--- config.mk ---
export PLATFORM = sky130hd
export DESIGN_NAME = out_ep_ctrl
export DESIGN_NICKNAME = d
export VERILOG_FILES = /design/src/rtl/out_ep_ctrl_pkg.sv /design/src/rtl/ep_pkt_counter.sv /design/src/rtl/out_ep_ctrl.sv
export SDC_FILE = /design/constraint.sdc
export NUM_CORES = 1
export LEC_CHECK = 0
export ABC_AREA = 1
export ABC_CLOCK_PERIOD_IN_PS = 2600
export CAP_MARGIN = 0
export CORE_ASPECT_RATIO = 0.75
export CORE_MARGIN = 2
export CORE_UTILIZATION = 36
export DETAILED_ROUTE_END_ITERATION = 10
export GPL_TIMING_DRIVEN = 0
export PLACE_DENSITY = 0.81
export SLEW_MARGIN = 10
export SYNTH_ARGS = -nofsm -noshare
export SYNTH_HDL_FRONTEND = slang
export SYNTH_SLANG_ARGS = --single-unit
--- constraint.sdc ---
create_clock -name clk_i -period 2.6 [get_ports clk_i]
set_clock_uncertainty 0.15 [all_clocks]
set_input_delay 0.65 -clock clk_i [delete_from_list [all_inputs] [get_ports clk_i]]
set_output_delay 0.65 -clock clk_i [all_outputs]
set_load 0.01 [all_outputs]
--- src/rtl/out_ep_ctrl_pkg.sv ---
// Shared types and constants for the OUT endpoint controller.
package out_ep_ctrl_pkg;

  localparam int EP_W    = 4;
  localparam int MAX_EPS = 15;
  localparam int STAT_W  = 16;
  localparam int SEL_N   = 2 ** EP_W;

  typedef enum logic [1:0] {
    IDLE   = 2'd0,
    ACTIVE = 2'd1,
    REJECT = 2'd2,
    STALL  = 2'd3
  } state_e;

  // Endpoint numbers 1..n map onto FIFOs; 0 and anything above n have no FIFO.
  function automatic logic ep_in_range(input logic [EP_W-1:0] ep, input int n);
    return (ep != {EP_W{1'b0}}) && (int'(ep) <= n);
  endfunction

endpackage

--- src/rtl/ep_pkt_counter.sv ---
// Per-endpoint confirmed-packet counter; only used when OUT_EP_CTRL_STATS_EN is defined.
module ep_pkt_counter
  import out_ep_ctrl_pkg::*;
(
  input  logic              clk_i,
  input  logic              rst_i,
  input  logic              inc_i,
  output logic [STAT_W-1:0] cnt_o
);

  logic [STAT_W-1:0] cnt_q;

  // Free-running wrap at the top of the range is intentional.
  always_ff @(posedge clk_i) begin
    if (rst_i) begin
      cnt_q <= {STAT_W{1'b0}};
    end else if (inc_i) begin
      cnt_q <= cnt_q + {{(STAT_W-1){1'b0}}, 1'b1};
    end else begin
      cnt_q <= cnt_q;
    end
  end

  assign cnt_o = cnt_q;

endmodule

--- src/rtl/out_ep_ctrl.sv ---
// Routes the SIE OUT byte stream to per-endpoint FIFOs and merges NAK/STALL status.
// Optional packet statistics are enabled with the OUT_EP_CTRL_STATS_EN macro.
module out_ep_ctrl
  import out_ep_ctrl_pkg::*;
#(
  parameter int N_EPS = 2
) (
  input  logic             clk_i,
  input  logic             rst_i,
  input  logic             clk_gate_i,
  input  logic [EP_W-1:0]  out_ep_i,
  input  logic [7:0]       out_data_i,
  input  logic             out_valid_i,
  input  logic             out_err_i,
  input  logic             out_ready_i,
  output logic             out_nak_o,
  output logic             out_stall_o,
  input  logic [N_EPS-1:0] ep_en_i,
  input  logic [N_EPS-1:0] ep_halt_i,
  output logic [7:0]       fifo_data_o,
  output logic [N_EPS-1:0] fifo_valid_o,
  output logic [N_EPS-1:0] fifo_err_o,
  output logic [N_EPS-1:0] fifo_ready_o,
  input  logic [N_EPS-1:0] fifo_nak_i
`ifdef OUT_EP_CTRL_STATS_EN
  ,
  input  logic [EP_W-1:0]   stat_sel_i,
  output logic [STAT_W-1:0] stat_cnt_o
`endif
);

  state_e          state_q;
  logic [EP_W-1:0] ep_q;

  logic            step_s, byte_s, eop_s, err_s;
  logic [EP_W-1:0] sel_s, idx_s;
  logic [SEL_N-1:0] en_pad_s, halt_pad_s, nak_pad_s;
  logic            in_range_s, legal_s, halted_s, route_s;

  assign step_s = clk_gate_i & out_ready_i;
  assign byte_s = step_s & out_valid_i & ~out_err_i;
  assign eop_s  = step_s & ~out_valid_i & ~out_err_i;
  assign err_s  = step_s & out_err_i;

  assign sel_s      = (state_q == IDLE) ? out_ep_i : ep_q;
  assign idx_s      = sel_s - {{(EP_W-1){1'b0}}, 1'b1};
  assign en_pad_s   = SEL_N'(ep_en_i);
  assign halt_pad_s = SEL_N'(ep_halt_i);
  assign nak_pad_s  = SEL_N'(fifo_nak_i);

  assign in_range_s = ep_in_range(sel_s, N_EPS);
  assign halted_s   = in_range_s & halt_pad_s[idx_s];
  assign legal_s    = in_range_s & en_pad_s[idx_s];

  // Halt outranks disable; both are judged only at the first byte.
  assign route_s = ~rst_i & (((state_q == IDLE) & legal_s & ~halted_s) | (state_q == ACTIVE));

  // Packet FSM: advances only on gated SIE strobes.
  always_ff @(posedge clk_i) begin
    if (rst_i) begin
      state_q <= IDLE;
      ep_q    <= {EP_W{1'b0}};
    end else begin
      case (state_q)
        IDLE: begin
          if (byte_s) begin
            ep_q <= out_ep_i;
            if (halted_s) begin
              state_q <= STALL;
            end else if (!legal_s) begin
              state_q <= REJECT;
            end else begin
              state_q <= ACTIVE;
            end
          end else begin
            state_q <= IDLE;
          end
        end
        ACTIVE, REJECT, STALL: begin
          if (eop_s || err_s) begin
            state_q <= IDLE;
          end else begin
            state_q <= state_q;
          end
        end
        default: begin
          state_q <= IDLE;
        end
      endcase
    end
  end

  // Zero-latency routing keeps the FIFO's own strobe timing intact.
  always_comb begin
    fifo_valid_o = {N_EPS{1'b0}};
    fifo_err_o   = {N_EPS{1'b0}};
    fifo_ready_o = {N_EPS{1'b0}};
    for (int k = 0; k < N_EPS; k++) begin
      if (route_s && (idx_s == EP_W'(k))) begin
        fifo_valid_o[k] = out_valid_i;
        fifo_err_o[k]   = out_err_i;
        fifo_ready_o[k] = out_ready_i;
      end else begin
        fifo_valid_o[k] = 1'b0;
        fifo_err_o[k]   = 1'b0;
        fifo_ready_o[k] = 1'b0;
      end
    end
  end

  assign fifo_data_o = out_data_i;
  assign out_nak_o   = route_s ? nak_pad_s[idx_s] : (~rst_i & (state_q == REJECT));
  assign out_stall_o = ~rst_i & ((state_q == STALL) | ((state_q == IDLE) & halted_s));

`ifdef OUT_EP_CTRL_STATS_EN
  logic                 confirm_s;
  logic [STAT_W-1:0]    cnt_s [N_EPS];
  logic [STAT_W-1:0]    stat_mux_s;
  logic [STAT_W-1:0]    stat_q;

  assign confirm_s = eop_s & route_s & ~out_nak_o;

  for (genvar g = 0; g < N_EPS; g++) begin : g_cnt
    ep_pkt_counter u_cnt (
      .clk_i (clk_i),
      .rst_i (rst_i),
      .inc_i (confirm_s & (idx_s == EP_W'(g))),
      .cnt_o (cnt_s[g])
    );
  end

  // Select the requested endpoint's counter; unknown endpoints read as zero.
  always_comb begin
    stat_mux_s = {STAT_W{1'b0}};
    for (int k = 0; k < N_EPS; k++) begin
      if (stat_sel_i == EP_W'(k + 1)) begin
        stat_mux_s = cnt_s[k];
      end else begin
        stat_mux_s = stat_mux_s;
      end
    end
  end

  // Registered statistics read port.
  always_ff @(posedge clk_i) begin
    if (rst_i) begin
      stat_q <= {STAT_W{1'b0}};
    end else begin
      stat_q <= stat_mux_s;
    end
  end

  assign stat_cnt_o = stat_q;
`endif

endmodule

Yosys cells after proc, flatten, opt, wreduce, memory -nomap -nowiden. Cells that the tools add are included.

$add $sub $neg: 1. $lt $le $gt $ge: 2. Eq/ne operators: 5. Muxes and demuxes: 19. Bitwise operators: 20. Reduce and logical (&&, ||, !) cells: 9.

Operators with widths (number): bitwise AND 1 bit (14); binary-select mux 1 bit (select 4 bit) (3); 2-to-1 mux 1 bit (10); 2-to-1 mux 2 bit (4); < comparator 4 x 5 -> 1 bit, second input constant (1); == test 2 bit, second input constant (2); == test 4 x 1 -> 1 bit, second input constant (1); <= comparator 4 x 2 -> 1 bit, second input constant (1); logical NOT 4 bit (1); 2-to-1 mux 4 bit (1); NOT 1 bit (4); one-hot mux 2 bit (2 select lines) (1); nonzero test 4 bit (1); subtractor 4 x 1 -> 4 bit, second input constant (1); logical AND 1 bit (3); OR reduction 3 bit (1); == test 2 x 1 -> 1 bit, second input constant (1); logical NOT 2 bit (1); inequality test 2 bit, second input constant (1); bitwise OR 1 bit (2); AND reduction 2 bit (1); logical OR 1 bit (1).

Register bits: 6. Input bits: 24.

Logic depth before layout (Yosys ltp).
Word-level depth: 12. Depth in mapped cells: 14.

Least setup slack after synthesis. OpenSTA, ideal clock, no wires.

Kind: input-to-output. Start: input out_ep_i[1]. End: output fifo_err_o[0]. Arrival time: 1856 ps. Required time: 1800 ps. Setup slack: -56 ps. Stages on the path: 12. Buffers on the path: 0. Cell sequence: inv_1 -> nand2_2 -> nand2_1 -> inv_1 -> ha_1 -> inv_1 -> nand3_2 -> nor2_2 -> nand2_2 -> nand2_4 -> nand3_2 -> nor2_1.

Cells in the longest elaborated chain, start to end: 11.

RTL lines: start: declaration (RTL line out_ep_ctrl.sv:11) `input logic [EP_W-1:0] out_ep_i,`; 2-to-1 mux 4 bit (*) (RTL line out_ep_ctrl.sv:45) `assign sel_s = (state_q == IDLE) ? out_ep_i : ep_q;`; subtractor 4 x 1 -> 4 bit (RTL line out_ep_ctrl.sv:46) `assign idx_s = sel_s - {{(EP_W-1){1'b0}}, 1'b1};`; binary-select mux 1 bit (select 4 bit) (on tied branches) (RTL line out_ep_ctrl.sv:53, out_ep_ctrl.sv:52); 2-to-1 mux 1 bit (on tied branches) (RTL line out_ep_ctrl.sv:53, out_ep_ctrl.sv:52); bitwise AND 1 bit (on tied branches) (RTL line out_ep_ctrl.sv:53, out_ep_ctrl.sv:52); bitwise AND 1 bit / NOT 1 bit (equally long branches) (RTL line out_ep_ctrl.sv:56) `assign route_s = ~rst_i & (((state_q == IDLE) & legal_s & ~halted_s) | (state_q == ACTIVE));`; bitwise AND 1 bit (RTL line out_ep_ctrl.sv:56); bitwise OR 1 bit (RTL line out_ep_ctrl.sv:56); bitwise AND 1 bit (RTL line out_ep_ctrl.sv:56); logical AND 1 bit (*) (RTL line out_ep_ctrl.sv:99) `if (route_s && (idx_s == EP_W'(k))) begin`; 2-to-1 mux 1 bit (*) (RTL line out_ep_ctrl.sv:99); end: declaration (RTL line out_ep_ctrl.sv:22) `output logic [N_EPS-1:0] fifo_err_o,`.

Mark *: on every way between the ends. The rest lies on a longest branch, timed or not. The select of a mux whose other input is x is not followed.

Worst setup path after layout.
Start: input out_ep_i[2]. End: output fifo_valid_o[0].

Cells in the longest elaborated chain, start to end: 11.

RTL lines: 2-to-1 mux 4 bit (*) (RTL line out_ep_ctrl.sv:45); subtractor 4 x 1 -> 4 bit (RTL line out_ep_ctrl.sv:46); binary-select mux 1 bit (select 4 bit) (on tied branches) (RTL line out_ep_ctrl.sv:53, out_ep_ctrl.sv:52); 2-to-1 mux 1 bit (on tied branches) (RTL line out_ep_ctrl.sv:53, out_ep_ctrl.sv:52); bitwise AND 1 bit (on tied branches) (RTL line out_ep_ctrl.sv:53, out_ep_ctrl.sv:52); bitwise AND 1 bit / NOT 1 bit (equally long branches) (RTL line out_ep_ctrl.sv:56); bitwise AND 1 bit (RTL line out_ep_ctrl.sv:56); bitwise OR 1 bit (RTL line out_ep_ctrl.sv:56); bitwise AND 1 bit (RTL line out_ep_ctrl.sv:56); logical AND 1 bit (*) (RTL line out_ep_ctrl.sv:99); 2-to-1 mux 1 bit (*) (RTL line out_ep_ctrl.sv:99); end: declaration (RTL line out_ep_ctrl.sv:21) `output logic [N_EPS-1:0] fifo_valid_o,`.

Marks and branches as above.

==> run metrics <==
Reg-to-Reg Start state_q[0]$_SDFFE_PP0P_; fmax 363.3 MHz; Final period util 105.9%; Slew Viols, Final 0; number of iterations in the first detailed-routing pass 4; Synthesis Warnings 0; Rel. slew slack 75.85%; largest net degree at the start of global routing 8; Core Box Area 1724 um2; Post-Synth Simple-Gate Area 49.23%; outcome finished with violations; crit path launch out_ep_i[2]; H-Tree Depth 1; Syn-to-layout area delta 105.7%; final setup vio count 9; total track usage 23.06%; Fin. Hold Viols 0; TritonCTS clock tree built; Die X-Extent 53.19 um; Post-route DRC 0; flop-to-flop setup slack -0.02 ns; Synth cell types 22; fin crit period 2.753 ns; DIE HEIGHT 40.89 um; WS Path Type input port to output port; post-DP HPWL 1481 um; violated checks setup timing; Final ANT Viol Nets 0; I/O pins 40; FP Rows 13; complex-gate fraction of the synthesized area 10.34%; Power per Cell Area 292.7 nW/um2; Fill cells 131; post-synthesis mux area share 0%; Longest Clk Path Bufs 2; CTS Buf Count 3; post-synthesis cell count 105; Die Area 2174 um2; Starting Density 37.88%; layout cells sized above 1 56.17%; Static Leak 0.6049 nW; Sinks on Clock Net 6; combinational family with the most area after synthesis simple AND/OR/NAND/NOR gates; hold_ws 0.3308 ns; Synth Area in Adders 1.916%; WL/cell 13.63 um; synthesized area per cell 6.220 um2; routability cong. 0.8082; Clock Root Buffer clkbuf_4; Diodes inserted 0; routed via count 930; final instance area 1344 um2; post-placement cell area 1066 um2; first-pass GRT wire length 3463 um; fin worst setup slack -0.1529 ns; nets 189; worst-skew pair later-pin latency 0.25 ns; Seq cells post-synth 6; CTS clock-pin slew for the worst setup and hold paths 0.04 ns; r2r worst-path depth 18; Post-Syn Area 653.1 um2; end of the worst register-to-register path state_q[0]$_SDFFE_PP0P_; Worst IR Drop VDD 0.0002648 V; IO buf count 31; syn_nets 130; number of vias per cell 5.054; register area share after synthesis 18.39%; final WL 2507 um; GRT overflow 0; CP endpoint kind output port; slew at the pin closest to its max-slew limit 0.3593 ns; XOR/XNOR share of the synthesized area 0%; WP data arrival 1.95 ns; hold crit path type flip-flop to flip-flop; via count of the first global-routing pass 873; initial antenna violation count 0; 1st-iter DRT viols 21; RSZ-0062 raised after global routing yes; CP startpoint kind input port; Crit Path Max Fanout 3; critical path data required time 1.80 ns; CP endpoint fifo_valid_o[0]; Max-Cap Viols 0
worst max-delay path: stages:
cell and delay, ns:
dlygate4sd2_1 0.26, nand2_2 0.09, nand2_4 0.08, nor2_4 0.14, nand3_4 0.10, nor2_4 0.12
nand2_2 0.08, nand2_4 0.10, nand3_4 0.11, nor2_4 0.13, buf_6 0.10
placed cells by master (no fill, tap or decap), drive strengths merged:
cell type / Yosys / final
buf: 8 / 41
nand2: 28 / 28
inv: 19 / 19
clkdlybuf4s50: 0 / 18
nor2: 13 / 13
nand3: 11 / 11
a21oi: 7 / 7
dfxtp: 6 / 6
o21ai: 5 / 5
clkbuf: 0 / 3
or2: 2 / 2
dlygate4sd2: 0 / 2
nand3b: 1 / 1
nand4: 1 / 1
o211ai: 1 / 1
nor4: 1 / 1
nor3: 1 / 1
ha: 1 / 1
dlymetal6s2s: 0 / 1
metrics by stage:
step	TNS (ns)	setup slack, ns	cells	total power [mW]	utilization [%]
detailed placement	-8.048	-1.061	158	0.2245	61.83
floorplan	0	0.04353	105	0.1750	-
finish	-1.034	-0.1529	184	0.3934	77.94
CTS	-1.004	-0.1570	182	0.3588	73.44
global route	-1.947	-0.2571	184	0.4151	77.94
global placement	-7.721	-1.023	158	0.2206	61.83
state kept, by name (all words and copies together) (netlist names):
signal   count
state_q      2
ep_q         4
cell usage after synthesis, drive strengths merged:
cell type  instances  share of area, %
nor2              13               9.8
inv               19                11
buf                8               9.2
dfxtp              6                18
or2                2               1.9
ha                 1               1.9
a21oi              7               5.4
nor3               1              0.77
nand3             11                12
nand4              1              0.96
o211ai             1               1.1
nand2             28                21
o21ai              5               3.8
nand3b             1               1.1
nor4               1              0.96
kinds of logic (layout without fill, tap and decap cells):
kind of cell | count (synthesis) | in the layout
compound gates | 13 | 13
simple gates | 58 | 58
buf+inv | 27 | 84
flops | 6 | 6
fa+ha+maj | 1 | 1
report_power, final:
part	total (mW)	leakage [nW]	internal (mW)	switching, mW
clock network	0.0906	0.0138	0.0525	0.0381
logic	0.208	0.541	0.113	0.0950
registers	0.0948	0.0502	0.0930	0.00177
worst min path at each step:
stage / cells after the start / start / slack, ns / end
detailed placement: 2 / ep_q[1]$_SDFFE_PP0P_ / 0.31 / ep_q[1]$_SDFFE_PP0P_
global placement: 2 / ep_q[1]$_SDFFE_PP0P_ / 0.30 / ep_q[1]$_SDFFE_PP0P_
floorplan: 2 / ep_q[1]$_SDFFE_PP0P_ / 0.28 / ep_q[1]$_SDFFE_PP0P_
finish: 2 / ep_q[0]$_SDFFE_PP0P_ / 0.33 / ep_q[0]$_SDFFE_PP0P_
global route: 2 / ep_q[0]$_SDFFE_PP0P_ / 0.35 / ep_q[0]$_SDFFE_PP0P_
CTS: 2 / ep_q[3]$_SDFFE_PP0P_ / 0.32 / ep_q[3]$_SDFFE_PP0P_
final cells by class:
cell class	instances	area [um2]	share of cell area, %
inverter	19	76.32	5.680
clock buffer	3	22.52	1.676
tap	22	27.53	2.048
multi-input combinational	72	545.5	40.60
buffer	8	60.06	4.469
timing repair buffer	54	484.2	36.03
sequential	6	127.6	9.497
what timing repair did:
item | CTS | global route
gates resized for setup | 61 | 17
hold buffers | 0 | 0
setup endpoints to repair | 8 | 9
pin swaps | 16 | 17
buffers inserted | 21 | 4
routing by layer:
metal	vias to the layer above	part of all wire (%)	global-route usage (%)
li1	437	-	-
met1	426	38	21.81
met2	53	51	43.75
met3	14	7.1	9.489
met4	0	3.6	13.46
met5	-	0	0
(Power assumes the default switching activity.)
